**src/rtl/fifo_pkg.sv**
```systemverilog
// Shared definitions for the synchronous FIFO slice.
//   WIDTH  - default data word width in bits
//   DEPTH  - default number of entries (power of two)
//   word_t - one data word at the default width
package fifo_pkg;

    localparam int unsigned WIDTH = 8;
    localparam int unsigned DEPTH = 16;

    typedef logic [WIDTH-1:0] word_t;

endpackage : fifo_pkg

```
**src/rtl/sync_fifo_mem.sv**
```systemverilog
// FIFO storage: DEPTH x WIDTH register array, one write port and one
// synchronous read port with a resettable output register.
//   clk   - clock
//   rst   - asynchronous active-high reset (clears rdata only)
//   we    - write enable
//   waddr - write address
//   wdata - write data
//   re    - read enable
//   raddr - read address
//   rdata - registered read data, updates only when re is high
module sync_fifo_mem #(
    parameter int unsigned WIDTH = fifo_pkg::WIDTH,
    parameter int unsigned DEPTH = fifo_pkg::DEPTH,
    parameter int unsigned AW    = $clog2(DEPTH)
) (
    input  logic             clk,
    input  logic             rst,
    input  logic             we,
    input  logic [AW-1:0]    waddr,
    input  logic [WIDTH-1:0] wdata,
    input  logic             re,
    input  logic [AW-1:0]    raddr,
    output logic [WIDTH-1:0] rdata
);

    logic [WIDTH-1:0] mem [DEPTH];

    // Storage is deliberately not reset; pointers make stale contents unreachable.
    always_ff @(posedge clk) begin
        if (we) begin
            mem[waddr] <= wdata;
        end
    end

    // Same-edge read and write never alias: the write targets the tail while a
    // read is only accepted when the head holds a previously written word.
    always_ff @(posedge clk or posedge rst) begin
        if (rst) begin
            rdata <= '0;
        end else if (re) begin
            rdata <= mem[raddr];
        end
    end

endmodule : sync_fifo_mem

```
**src/rtl/sync_fifo.sv**
```systemverilog
// Single-clock FIFO, DEPTH entries of WIDTH bits, registered read data and
// full/empty flags decoded from an occupancy register.
//   clk      - clock, all state updates on the rising edge
//   rd       - read request, accepted when not empty
//   wr       - write request, accepted when not full
//   empty    - occupancy is zero
//   full     - occupancy is DEPTH
//   data_in  - write data, sampled on an accepted write
//   data_out - read data, changes only on an accepted read
//   rst      - asynchronous active-high reset
module sync_fifo #(
    parameter int unsigned WIDTH = fifo_pkg::WIDTH,
    parameter int unsigned DEPTH = fifo_pkg::DEPTH,
    parameter int unsigned AW    = $clog2(DEPTH)
) (
    input  logic             clk,
    input  logic             rd,
    input  logic             wr,
    output logic             empty,
    output logic             full,
    input  logic [WIDTH-1:0] data_in,
    output logic [WIDTH-1:0] data_out,
    input  logic             rst
);

    localparam logic [AW:0] CNT_FULL = (AW+1)'(DEPTH);

    logic [AW-1:0] wptr_q, wptr_d;
    logic [AW-1:0] rptr_q, rptr_d;
    logic [AW:0]   cnt_q,  cnt_d;
    logic          wr_acc;
    logic          rd_acc;

    // Flags come straight from the count register: no path from rd/wr.
    assign empty = (cnt_q == '0);
    assign full  = (cnt_q == CNT_FULL);

    assign wr_acc = wr && !full;
    assign rd_acc = rd && !empty;

    always_comb begin
        wptr_d = wptr_q;
        rptr_d = rptr_q;
        cnt_d  = cnt_q;
        // Pointers wrap naturally because DEPTH is a power of two.
        if (wr_acc) begin
            wptr_d = wptr_q + AW'(1);
        end
        if (rd_acc) begin
            rptr_d = rptr_q + AW'(1);
        end
        unique case ({wr_acc, rd_acc})
            2'b10:   cnt_d = cnt_q + (AW+1)'(1);
            2'b01:   cnt_d = cnt_q - (AW+1)'(1);
            default: cnt_d = cnt_q;
        endcase
    end

    always_ff @(posedge clk or posedge rst) begin
        if (rst) begin
            wptr_q <= '0;
            rptr_q <= '0;
            cnt_q  <= '0;
        end else begin
            wptr_q <= wptr_d;
            rptr_q <= rptr_d;
            cnt_q  <= cnt_d;
        end
    end

    sync_fifo_mem #(
        .WIDTH (WIDTH),
        .DEPTH (DEPTH),
        .AW    (AW)
    ) u_mem (
        .clk   (clk),
        .rst   (rst),
        .we    (wr_acc),
        .waddr (wptr_q),
        .wdata (data_in),
        .re    (rd_acc),
        .raddr (rptr_q),
        .rdata (data_out)
    );

endmodule : sync_fifo

```
**config.mk**
```make
export PLATFORM = sky130hd
export DESIGN_NAME = sync_fifo
export DESIGN_NICKNAME = d
export VERILOG_FILES = /design/src/rtl/fifo_pkg.sv /design/src/rtl/sync_fifo_mem.sv /design/src/rtl/sync_fifo.sv
export SDC_FILE = /design/constraint.sdc
export NUM_CORES = 1
export LEC_CHECK = 0
export ABC_AREA = 1
export CORE_AREA = 4 4 127 129
export CTS_BUF_LIST = sky130_fd_sc_hd__clkbuf_4
export DETAILED_ROUTE_END_ITERATION = 8
export DIE_AREA = 0 0 131 133
export HOLD_SLACK_MARGIN = 0.1
export PLACE_DENSITY = 0.62
export RECOVER_POWER = 25
export SLEW_MARGIN = 30
export SYNTH_ARGS = -nofsm -noshare
export SYNTH_HDL_FRONTEND = slang
export SYNTH_SLANG_ARGS = --single-unit
export TNS_END_PERCENT = 50
```
**constraint.sdc**
```tcl
create_clock -name clk -period 4.4 [get_ports clk]
set_input_delay 0.88 -clock clk [delete_from_list [all_inputs] [get_ports clk]]
set_output_delay 0.88 -clock clk [all_outputs]
set_load 0.01 [all_outputs]
```
==> key figures <==
Timing
  • Fin. Hold Viols: 0
  • Setup TNS: 0 ns
  • Final setup fails: 0
  • Worst slew pin tran: 0.860 ns
  • Fmax: 0.343 GHz
  • RSZ-0062 raised after global routing: false
  • Minimum hold slack: 0.501 ns
  • Clk_skew: 0.0213 ns
  • Period utilization: 66.2%
  • Max Slew Vio Count: 0
  • Min cycle time layout: 2.91 ns
  • Setup WS post-layout: 1.49 ns
  • Slew HR: 42.5%

Clock tree
  • Root Buffer: clkbuf_4
  • CTS Buffer Depth: 2
  • CTS tree: built
  • H-tree levels: 4
  • TritonCTS Sinks: 149
  • Clk slew on worst S/H paths: 0.13 ns
  • Worst skew pair latency: 0.54 ns
  • Total CTS buffers: 17
  • Setup Buffers After CTS: 0
  • PostCTS Resize Cnt: 0
  • Hold buffers post-CTS: 0

Logic synthesis
  • Yosys cell types: 24
  • Biggest area consumer among synthesized cells: edfxtp_1
  • Synth area leaders: edfxtp_1, nand2_1, dfrtp_1, nand3_1, inv_1
  • Area share of the largest cell type after synthesis: 57.4%
  • Post-synthesis instance area: 6690 µm²
  • Mapped Nets: 695
  • Syn. warnings: 0
  • Post-synthesis cell count: 673
  • Seq/Total Area, Yosys: 65.3%
  • Synth Area per Inst: 9.94 µm²
  • Synthesis-stage register bit count: 149

Detailed routing
  • Vias: 4430
  • DR iter-0 viols: 382
  • Drt pass-1 iters: 5
  • Vias per cell: 4.94
  • Post-route ant nets: 0
  • Wire per inst: 16.5 µm
  • Final WL: 14800 µm
  • DRC: 0

Job
  • Max-Cap Viols: 0

Critical path
  • Worst Reg2Reg Path Length in Cells: 12
  • Worst Path Arrival: 2.03 ns
  • Worst setup SP type: flop
  • RR Endpoint: cnt_q[4]
  • Worst Path Required: 3.52 ns
  • Reg-to-Reg Start: cnt_q[1]
  • Crit path to: empty
  • CP Class: flop to output pin
  • Max FO, Critical Path: 4
  • Worst R2R Setup Slack: 1.73 ns
  • Critical Path End Type: output pin
  • Worst Setup SP: cnt_q[1]

Place
  • Placed Cells: 866
  • Final HPWL DP: 9340 µm
  • Port bufs: 21
  • Worst slack at placement: 1.16 ns
  • Dpl cell area: 7080 µm²
  • GPL Wtd Cong: 0.925

Min path
  • Hold depth: 2
  • Worst Hold Class: flop to flop
  • Hold wc startpoint: u_mem.rdata[7]

Cells and area
  • Layout cell share with drive strength beyond 1: 7.48%
  • Cell area after layout: 7400 µm²
  • Non-Filler Instances: 897
  • # diodes: 0
  • Most common cell after layout, fill and taps aside: nand2_1
  • Commonest cells after routing, fill and taps aside: nand2_1, edfxtp_1, inv_1
  • Nets: 719
  • Area Growth Syn to Fin: 10.6%
  • Final Util: 49.2%

Floorplanning
  • Initial core utilization: 44.5%
  • # rows: 45
  • Die Area: 17400 µm²
  • Die X: 131 µm
  • Num ports: 22
  • Core footprint: 15000 µm²
  • Die Y: 133 µm

Global route
  • Vias in the first global route: 4311
  • Initial antenna violation count: 0
  • Total track usage: 18.0%
  • First-pass GRT wire length: 23400 µm
  • Largest net degree at the start of global routing: 68
  • Total global routing overflow: 0

Pwr
  • VDD IR max: 0.000243 V
  • PwrDens: 573 nW/µm²
  • Leakage: 3.25 nW
  • Final Power: 4.24 mW

Run status
  • Status: finished, final reports clean
==> worst max-delay path, cell delays in order (launching register included) <==
cell             delay, ns
dfrtp_1               0.44
nor4_2                0.32
nand2_1               0.13
inv_1                 0.07
clkdlybuf4s50_1       0.53
==> worst min-delay path by stage <==
| stage | end | slack [ns] |
|---|---|---|
| floorplan | wptr_q[3] | 0.49 |
| global placement | u_mem.rdata[5] | 0.47 |
| detailed placement | u_mem.rdata[7] | 0.47 |
| CTS | u_mem.rdata[7] | 0.51 |
| global route | u_mem.rdata[1] | 0.54 |
| finish | u_mem.rdata[7] | 0.50 |
==> power by group <==
part,total [mW],switching [mW],internal [mW]
Sequential,1.86,0.141,1.72
Clock,0.889,0.484,0.405
Combinational,1.49,1.00,0.482
==> cell families after synthesis <==
group                    after synthesis  share of synthesized area (%)
AND/OR/NAND/NOR                      349                           21.9
buffers and inverters                151                           9.33
flip-flops                           149                           65.3
adder cells (fa/ha/maj)               10                           1.98
AO/OA/AOI/OAI                          7                          0.580
XOR/XNOR                               7                          0.916
==> sequential cells by signal (all words and copies together), names as in the netlist <==
register and cells:
cnt_q 5, rptr_q 4, u_mem.mem 128, u_mem.rdata 8, wptr_q 4
==> per-layer routing <==
| metal | global-route usage, % | up-vias | wire length, µm |
|---|---|---|---|
| li1 | - | 2198 | - |
| met1 | 24.4 | 2077 | 6710 |
| met2 | 27.8 | 123 | 7080 |
| met3 | 3.63 | 32 | 587 |
| met4 | 7.94 | 0 | 420 |
| met5 | 0 | - | 0 |
==> synthesized netlist by cell type <==
library cell  count
xnor2_1           4
clkbuf_1          2
a21oi_1           2
ha_1              9
nor4_2            1
buf_2            16
dfrtp_1          21
fa_1              1
inv_2             1
nand3_1          99
clkinv_1          1
inv_1           120
o21ai_0           3
xor2_1            3
edfxtp_1        128
nand2_2           1
nand2_1         230
buf_6             1
buf_1             2
o21bai_1          1
nor3_1           16
buf_4             8
a31oi_1           1
nor2_1            2
==> cell type report <==
type	count	area, µm²
Fill cell	1378	7630
Clock buffer	19	143
Timing Repair Buffer	34	308
Inverter	122	460
Clock inverter	12	156
Sequential cell	149	4370
Tap cell	188	235
Multi-Input combinational cell	373	1730
No activity file was read; power rests on OpenSTA's default activity.
